**config.mk**
```make
export PLATFORM = sky130hd
export DESIGN_NAME = sdram_wbuf
export DESIGN_NICKNAME = d
export VERILOG_FILES = /design/src/rtl/sdram_wbuf.sv
export SDC_FILE = /design/constraint.sdc
export NUM_CORES = 1
export LEC_CHECK = 0
export ABC_CLOCK_PERIOD_IN_PS = 3100
export BUFFER_PORTS_ARGS = -buffer_cell sky130_fd_sc_hd__buf_4
export CAP_MARGIN = 30
export CORE_MARGIN = 1.5
export CORE_UTILIZATION = 51
export CTS_CLUSTER_SIZE = 28
export DETAILED_ROUTE_END_ITERATION = 8
export PLACE_DENSITY = 0.82
export SYNTH_ARGS = -nofsm -noshare
export SYNTH_HDL_FRONTEND = slang
export SYNTH_SLANG_ARGS = --single-unit
```
**constraint.sdc**
```tcl
create_clock -name clk -period 3.1 [get_ports clk]
set_input_delay 0.155 -clock clk [delete_from_list [all_inputs] [get_ports clk]]
set_output_delay 0.155 -clock clk [all_outputs]
set_load 0.01 [all_outputs]
```
**src/rtl/sdram_wbuf.sv**
```systemverilog
`default_nettype none
// ============================================================================
//  Module   : sdram_wbuf
//  Purpose  : Write-posting FIFO in front of one toggle-handshake SDRAM port.
//             Writes are acked on entry; reads wait for the FIFO to drain.
//  Revision : 1.0 - initial release
// ============================================================================
module sdram_wbuf #(
    parameter int DEPTH = 4
) (
    input  logic                     clk,
    input  logic                     reset_n,
    input  logic [24:1]              cpu_addr,
    input  logic [15:0]              cpu_din,
    input  logic                     cpu_wrl,
    input  logic                     cpu_wrh,
    input  logic                     cpu_req,
    output logic                     cpu_ack,
    output logic [15:0]              cpu_dout,
    output logic [24:1]              ram_addr,
    output logic [15:0]              ram_din,
    output logic                     ram_wrl,
    output logic                     ram_wrh,
    output logic                     ram_req,
    input  logic                     ram_ack,
    input  logic [15:0]              ram_dout,
    output logic [$clog2(DEPTH):0]   wb_level
);

    localparam int              c_AW      = $clog2(DEPTH);
    localparam logic [c_AW:0]   c_PTR_ONE = {{c_AW{1'b0}}, 1'b1};

    localparam logic [1:0] S_IDLE    = 2'd0;
    localparam logic [1:0] S_WR_WAIT = 2'd1;
    localparam logic [1:0] S_RD_WAIT = 2'd2;

    logic [24:1]    r_mem_addr [DEPTH];
    logic [15:0]    r_mem_data [DEPTH];
    logic           r_mem_wrl  [DEPTH];
    logic           r_mem_wrh  [DEPTH];

    logic [c_AW:0]  r_wr_ptr;
    logic [c_AW:0]  r_rd_ptr;
    logic [1:0]     r_state;
    logic           r_rd_busy;
    logic           r_cpu_ack;
    logic [15:0]    r_cpu_dout;
    logic [24:1]    r_ram_addr;
    logic [15:0]    r_ram_din;
    logic           r_ram_wrl;
    logic           r_ram_wrh;
    logic           r_ram_req;

    logic           w_empty;
    logic           w_full;
    logic           w_pend;
    logic           w_is_rd;
    logic           w_push;
    logic           w_pop;
    logic           w_rd_issue;
    logic           w_rd_done;
    logic [c_AW-1:0] w_wr_idx;
    logic [c_AW-1:0] w_rd_idx;

    assign w_wr_idx   = r_wr_ptr[c_AW-1:0];
    assign w_rd_idx   = r_rd_ptr[c_AW-1:0];
    assign w_empty    = (r_wr_ptr == r_rd_ptr);
    // Full is derived from registered pointers only: a slot freed by a pop
    // becomes usable one cycle later.
    assign w_full     = (r_wr_ptr[c_AW] != r_rd_ptr[c_AW]) && (w_wr_idx == w_rd_idx);
    assign w_pend     = (cpu_req != r_cpu_ack) && !r_rd_busy;
    assign w_is_rd    = !cpu_wrl && !cpu_wrh;
    assign w_push     = w_pend && !w_is_rd && !w_full;
    assign w_pop      = (r_state == S_WR_WAIT) && (ram_ack == r_ram_req);
    assign w_rd_issue = (r_state == S_IDLE) && w_empty && w_pend && w_is_rd;
    assign w_rd_done  = (r_state == S_RD_WAIT) && (ram_ack == r_ram_req);

    // Storage needs no reset; the pointers alone define valid entries.
    always_ff @(posedge clk) begin
        if (w_push) begin
            r_mem_addr[w_wr_idx] <= cpu_addr;
            r_mem_data[w_wr_idx] <= cpu_din;
            r_mem_wrl[w_wr_idx]  <= cpu_wrl;
            r_mem_wrh[w_wr_idx]  <= cpu_wrh;
        end
    end

    always_ff @(posedge clk or negedge reset_n) begin
        if (!reset_n) begin
            r_wr_ptr   <= '0;
            r_rd_ptr   <= '0;
            r_state    <= S_IDLE;
            r_rd_busy  <= 1'b0;
            r_cpu_ack  <= 1'b0;
            r_cpu_dout <= '0;
            r_ram_addr <= '0;
            r_ram_din  <= '0;
            r_ram_wrl  <= 1'b0;
            r_ram_wrh  <= 1'b0;
            r_ram_req  <= 1'b0;
        end else begin
            if (w_push) begin
                r_wr_ptr <= r_wr_ptr + c_PTR_ONE;
            end
            if (w_pop) begin
                r_rd_ptr <= r_rd_ptr + c_PTR_ONE;
            end
            if (w_push || w_rd_done) begin
                r_cpu_ack <= ~r_cpu_ack;
            end

            case (r_state)
                S_IDLE: begin
                    if (!w_empty) begin
                        r_ram_addr <= r_mem_addr[w_rd_idx];
                        r_ram_din  <= r_mem_data[w_rd_idx];
                        r_ram_wrl  <= r_mem_wrl[w_rd_idx];
                        r_ram_wrh  <= r_mem_wrh[w_rd_idx];
                        r_ram_req  <= ~r_ram_req;
                        r_state    <= S_WR_WAIT;
                    end else if (w_rd_issue) begin
                        r_ram_addr <= cpu_addr;
                        r_ram_wrl  <= 1'b0;
                        r_ram_wrh  <= 1'b0;
                        r_ram_req  <= ~r_ram_req;
                        r_rd_busy  <= 1'b1;
                        r_state    <= S_RD_WAIT;
                    end
                end
                S_WR_WAIT: begin
                    if (w_pop) begin
                        r_state <= S_IDLE;
                    end
                end
                S_RD_WAIT: begin
                    if (w_rd_done) begin
                        r_cpu_dout <= ram_dout;
                        r_rd_busy  <= 1'b0;
                        r_state    <= S_IDLE;
                    end
                end
                default: begin
                    r_state <= S_IDLE;
                end
            endcase
        end
    end

    assign cpu_ack  = r_cpu_ack;
    assign cpu_dout = r_cpu_dout;
    assign ram_addr = r_ram_addr;
    assign ram_din  = r_ram_din;
    assign ram_wrl  = r_ram_wrl;
    assign ram_wrh  = r_ram_wrh;
    assign ram_req  = r_ram_req;
    assign wb_level = r_wr_ptr - r_rd_ptr;

endmodule
`default_nettype wire
```
==> results.ini, run 1 <==
[clocking]
cts_buffer_depth = 3
numClockSinks = 237
clk_latency_ns = 0.52
cts_tree = done
cts_made_buffers = 24
root_buffer = clkbuf_16
htreeDepth = 1
clkTransAtPathRegs_ns = 0.06

[floorplan]
chipHeight_um = 136
num_rows = 48
die_x_um = 136
core_area_sq_um = 17300
io_pins = 125
dieArea_sq_um = 18500
start_util_pct = 52.2

[timing]
grt_setup_unrepaired = false
slew_viol_final = 0
fin_crit_sh_pct = 76.0
maxSlewHeadroom_pct = 38.3
hold_viol_final = 0
fin_tns_setup_ns = 0
skew_ns = 0.0210
worst_pin_slew_ns = 0.923
setup_ws_ns = 0.745
max_clock_freq_ghz = 0.425
setup_viol = 0
min_period_ns = 2.36

[yosys]
synth_area_per_cell_sq_um = 20.4
yosysMostFrequentCell = edfxtp_1
syn_area_sq_um = 9020
netlist_instances = 442
ys_seq_area_share_pct = 75.1
synth_edf_count = 168
yosys.area.top_type = edfxtp_1
ys_top_cells_by_count = edfxtp_1, dfrtp_1, mux4_2, mux2_2, o22ai_1
ys_seq_elements = 237
synth_flop_cell = edfxtp_1
synthDistinctLibCells = 31
synth.net_count = 512
yosys_warnings = 0
synth_area_leaders = edfxtp_1, dfrtp_1, mux4_2
yosysTopAreaCellShare_pct = 55.9
synthArstFlopShare_pct = 29.1

[status]
status = finished clean

[grt]
grt_overflow_total = 0
grt_max_degree = 70
globalRouteTotalUtil_pct = 21.2
first_global_vias = 5331
grt_pass1_wl_um = 29600
antenna_found_initial = 1

[final_layout]
regArea_sq_um = 6780
multi_input_area_sq_um = 2090
nFillCells = 1119
drive_above_1_share_pct = 40.1
syn_to_final_growth_pct = 29.8
nets = 711
stdcell_count = 885

[routing]
drc = 0
drt_pass1_iterations = 5
wl_per_cell_um = 21.7
postRouteAntennaNets = 0
drtIter0Drc = 375
vias_per_cell = 5.68
routed-via-count = 5027
finalWirelength_um = 19200

[critical_path]
worstPathCellList = inv_1 > ha_1 > nand2_1 > o211a_1 > and2_2 > buf_12
critPathSlowestCell = and2_2
crit_required_ns = 3.31
r2r_end = r_mem_addr[0][17]$_DFFE_PP_
cp-end-kind = flop
cp_slowest_stage_delay_ns = 0.49
startpoint_type = flop
rr_startpoint = r_wr_ptr[0]$_DFFE_PN0P_
crit_buf_inv = 2
r2r_slack_ns = 0.74
crit_family = simple AND/OR/NAND/NOR gates
reg2regPathDepth = 6
crit_arrival_ns = 2.56
critPathKind = reg -> reg
crit_fanout = 27

[place]
post-dp-hpwl_um = 10600
dp.cells = 780
port_buffers = 124
gp_congestion = 0.764
dp_worst_setup_slack_ns = 0.757

[power]
finalPower_w = 0.0117
p_per_area_nw_per_um2 = 1000
peakVddDrop_v = 0.000579
p_leak_nw = 4.42

[worst_hold_path]
hp-class = in -> async

[flow_run]
maxCapViolations = 0

-- what timing repair did --
item / CTS / global route
buffers inserted: 0 / 0
hold buffers: 59 / 0
gates resized for setup: 0 / 0
hold endpoints to repair: 254 / 0
-- where the power goes --
| part | leakage, nW | internal (W) | total (W) | switching [W] |
|---|---|---|---|---|
| registers | 2.35 | 0.00429 | 0.00467 | 0.000373 |
| clock network | 0.401 | 0.00185 | 0.00306 | 0.00121 |
| logic | 1.67 | 0.00202 | 0.00402 | 0.00199 |
-- kinds of logic after synthesis --
group | count (synthesis) | synth area share [%]
xor gates and xnor gates | 11 | 1.15
AOI/OAI and AO/OA | 59 | 5.02
buffers and inverters | 32 | 1.91
adders and majority gates | 8 | 1.19
DFF | 237 | 75.1
muxes | 74 | 14.5
and+or+nand+nor | 21 | 1.19
-- area by class of cell --
cell class              instances  area share, %
inverters                      10          0.320
clock inverters                18           2.02
multi-input cells             173           17.8
clock buffers                  26           5.19
well taps                     225           2.40
repair buffers                195           14.4
flip-flops and latches        237           57.8
diodes                          1         0.0214
-- sequential cells by signal, indices dropped and copies added, names as in the netlist, 2 cells and up --
name,flops
ram_addr,24
r_state,2
ram_din,16
cpu_dout,16
r_rd_ptr,3
r_mem_wrh,4
r_mem_wrl,4
r_mem_data,64
r_wr_ptr,3
r_mem_addr,96
-- metal layers --
layer	track usage (%)	part of all wire [%]
met5	0	0
met4	6.91	2.4
met3	3.39	6.1
met2	37.0	53
met1	27.4	39
-- stage by stage --
| stage | cell area, sq um | hold WS, ns | util, % |
|---|---|---|---|
| 6_report | 11700 | 0.00997 | 67.7 |
| 5_1_grt | 11700 | 0.0313 | 67.7 |
| 4_1_cts | 11700 | 0.0534 | 67.6 |
| 3_5_place_dp | 10200 | 0.360 | 59.3 |
| 3_3_place_gp | 10200 | 0.347 | 59.3 |
| 2_1_floorplan | 9020 | -0.141 | - |
-- worst register-to-register path: stages (launching register included) --
cell	delay, ns
dfrtp_1	0.41
inv_1	0.16
ha_1	0.27
nand2_1	0.16
o211a_1	0.29
and2_2	0.49
buf_12	0.27
-- how the worst max path moves through the flow --
| stage | from | to | slack (ns) | depth (start not counted) |
|---|---|---|---|---|
| CTS | r_wr_ptr[0]$_DFFE_PN0P_ | r_mem_addr[0][20]$_DFFE_PP_ | 0.73 | 6 |
| detailed placement | r_wr_ptr[0]$_DFFE_PN0P_ | r_mem_addr[0][16]$_DFFE_PP_ | 0.76 | 6 |
| floorplan | r_rd_ptr[1]$_DFFE_PN0P_ | r_mem_addr[3][0]$_DFFE_PP_ | 0.01 | 7 |
| global route | r_wr_ptr[0]$_DFFE_PN0P_ | r_mem_addr[1][16]$_DFFE_PP_ | 0.60 | 6 |
| global placement | r_wr_ptr[0]$_DFFE_PN0P_ | r_mem_addr[3][16]$_DFFE_PP_ | 0.85 | 6 |
| finish | r_wr_ptr[0]$_DFFE_PN0P_ | r_mem_addr[0][17]$_DFFE_PP_ | 0.74 | 6 |
-- layout by cell type, fill, tap and decap left out, types with 2 or more instances in the layout --
master	count
clkbuf_16	24
nand2_1	6
xor2_1	5
inv_1	10
buf_12	4
clkinvlp_4	4
and2_2	4
nor2_1	4
bufinv_16	5
mux4_2	42
o21ba_2	2
o21ai_0	2
edfxtp_1	168
clkbuf_1	2
clkinv_2	4
ha_1	7
o22ai_1	26
nor3_1	2
dlygate4sd3_1	59
clkinv_1	3
nor2_2	2
mux2_2	32
xnor2_1	5
dfrtp_1	67
buf_4	131
a2bb2oi_1	24
Power figures use the tool's default switching activity.
==> run 2, diff against run 1 <==
- ABC_CLOCK_PERIOD_IN_PS: 3100 -> 1900
- clock period: 3.1 -> 1.9 ns (I/O delays scaled with it)
==> results.ini, run 2 (synthesized netlist as in run 1, its figures left out) <==
[place]
port_buffers = 124
post-dp-hpwl_um = 10600
gp_congestion = 0.789

[clocking]
cts_buffer_depth = 3
root_buffer = clkbuf_16
cts_tree = done
cts_made_buffers = 23
clkTransAtPathRegs_ns = 0.06
htreeDepth = 1
clk_latency_ns = 0.51
numClockSinks = 237

[timing]
fin_crit_sh_pct = 102
max_clock_freq_ghz = 0.516
maxSlewHeadroom_pct = 58.3
skew_ns = 0.0101
setup_ws_ns = -0.0371
hold_viol_final = 0
grt_setup_unrepaired = true
holdWs_ns = 0.168
slew_viol_final = 0
setup_viol = 2
min_period_ns = 1.94
worst_pin_slew_ns = 0.625

[status]
violations = setup timing
status = complete, but fails checks

[final_layout]
largest_reg_flops = 96
drive_above_1_share_pct = 44.1
layout_common_cells = edfxtp_1, buf_4, dfrtp_1
final_common_cell = edfxtp_1
syn_to_final_growth_pct = 34.4
nets = 744
regMostFlops = r_mem_addr
antennaDiodeCount = 0

[critical_path]
crit_arrival_ns = 1.84
startpoint_type = flop
crit_buf_inv = 2
crit_fanout = 2
crit_required_ns = 1.80
critPathKind = reg -> out
critPathSlowestCell = fa_2
worstPathCellList = ha_4 > fa_2 > inv_2 > buf_6
cp_slowest_stage_delay_ns = 0.53
crit_family = adder cells
cp-end-kind = primary output

[routing]
drtIter0Drc = 458
postRouteAntennaNets = 0
wl_per_cell_um = 23.5
routed-via-count = 5297
drt_pass1_iterations = 4
drc = 0
finalWirelength_um = 21400
vias_per_cell = 5.80

[floorplan]
core_area_sq_um = 17300
dieArea_sq_um = 18500
io_pins = 125
num_rows = 48
chipHeight_um = 136
die_x_um = 136
start_util_pct = 52.2

[grt]
antenna_found_initial = 0
first_global_vias = 5532
grt_overflow_total = 0
grt_pass1_wl_um = 32100
grt_max_degree = 46
globalRouteTotalUtil_pct = 23.8

[flow_run]
maxCapViolations = 0

[power]
p_per_area_nw_per_um2 = 1680
p_leak_nw = 4.65
peakVddDrop_v = 0.000906
finalPower_w = 0.0203

[worst_hold_path]
hp-class = in -> async

## run 2: cell count changes in the layout (fill, tap and decap cells not counted), sizes merged
cell         before  now
buf             136  162
bufinv            5    1
clkbuf           26   30
and2              4    7
clkinvlp          4    1
bufbuf            0    2
a21oi             1    2
diode             1    0
dlygate4sd3      59   60
## run 2: final timing paths
| check | startpoint | to | slack, ns | cells past startpoint |
|---|---|---|---|---|
| hold reg to reg | ram_din[13]$_DFFE_PN0P_ | ram_din[13]$_DFFE_PN0P_ | 0.51 | 1 |
| hold / removal | reset_n | cpu_dout[13]$_DFFE_PN0P_ | 0.17 | 2 |
| setup / recovery | r_rd_ptr[0]$_DFFE_PN0P_ | wb_level[1] | -0.04 | 4 |
| max in group asynchronous | reset_n | ram_addr[21]$_DFFE_PN0P_ | 1.16 | 3 |
| setup reg to reg | r_rd_ptr[0]$_DFFE_PN0P_ | ram_din[10]$_DFFE_PN0P_ | 0.06 | 6 |
| min in group clk | cpu_din[9] | r_mem_data[1][9]$_DFFE_PP_ | 0.34 | 2 |
## run 2: per-layer routing
metal / track usage [%] / part of all wire [%]
met5: 0 / 0
met4: 7.27 / 2.4
met3: 3.77 / 7.3
met2: 41.2 / 52
met1: 31.2 / 39
## run 2: stage by stage
stage          cell area [sq um]  setup slack (ns)  TNS (ns)  cells  utilization [%]
2_1_floorplan               9090            -0.103    -16.67    442                -
5_1_grt                    12100           -0.0792    -0.145    914             70.1
3_5_place_dp               10400            -0.177    -21.36    793             60.3
3_3_place_gp               10400            -0.100    -13.22    793             60.3
4_1_cts                    12100           -0.0602   -0.0602    909             69.7
6_report                   12100           -0.0371   -0.0658    914             70.1
## run 2: what timing repair did
item,in CTS,in global routing
gates resized for setup,24,9
setup buffers,7,7
endpoints found under the hold margin,250,0
gates cloned,10,1
pin swaps,5,6
hold buffers,60,0
endpoints found under the setup margin,171,36
## run 2: cell type report
type | instances | area, sq um
Inverter | 10 | 42.5
Tap cell | 225 | 282
Clock inverter | 11 | 81.3
Sequential cell | 237 | 6780
Fill cell | 1051 | 5170
Timing Repair Buffer | 225 | 2100
Clock buffer | 29 | 628
Multi-Input combinational cell | 177 | 2220
## run 2: power by group
group          total (W)  switching, W  internal, W  leakage [nW]
Sequential       0.00762      0.000608      0.00701          2.35
Combinational    0.00840       0.00395      0.00444          1.94
Clock            0.00434       0.00187      0.00247         0.356
Total             0.0203       0.00643       0.0139          4.65
## run 2: worst reg2reg max path, stage by stage, from the launching register on
cell     delay (ns)
dfrtp_4        0.49
ha_4           0.29
nand2_4        0.07
buf_4          0.14
o21ai_4        0.19
buf_6          0.21
mux2_2         0.34
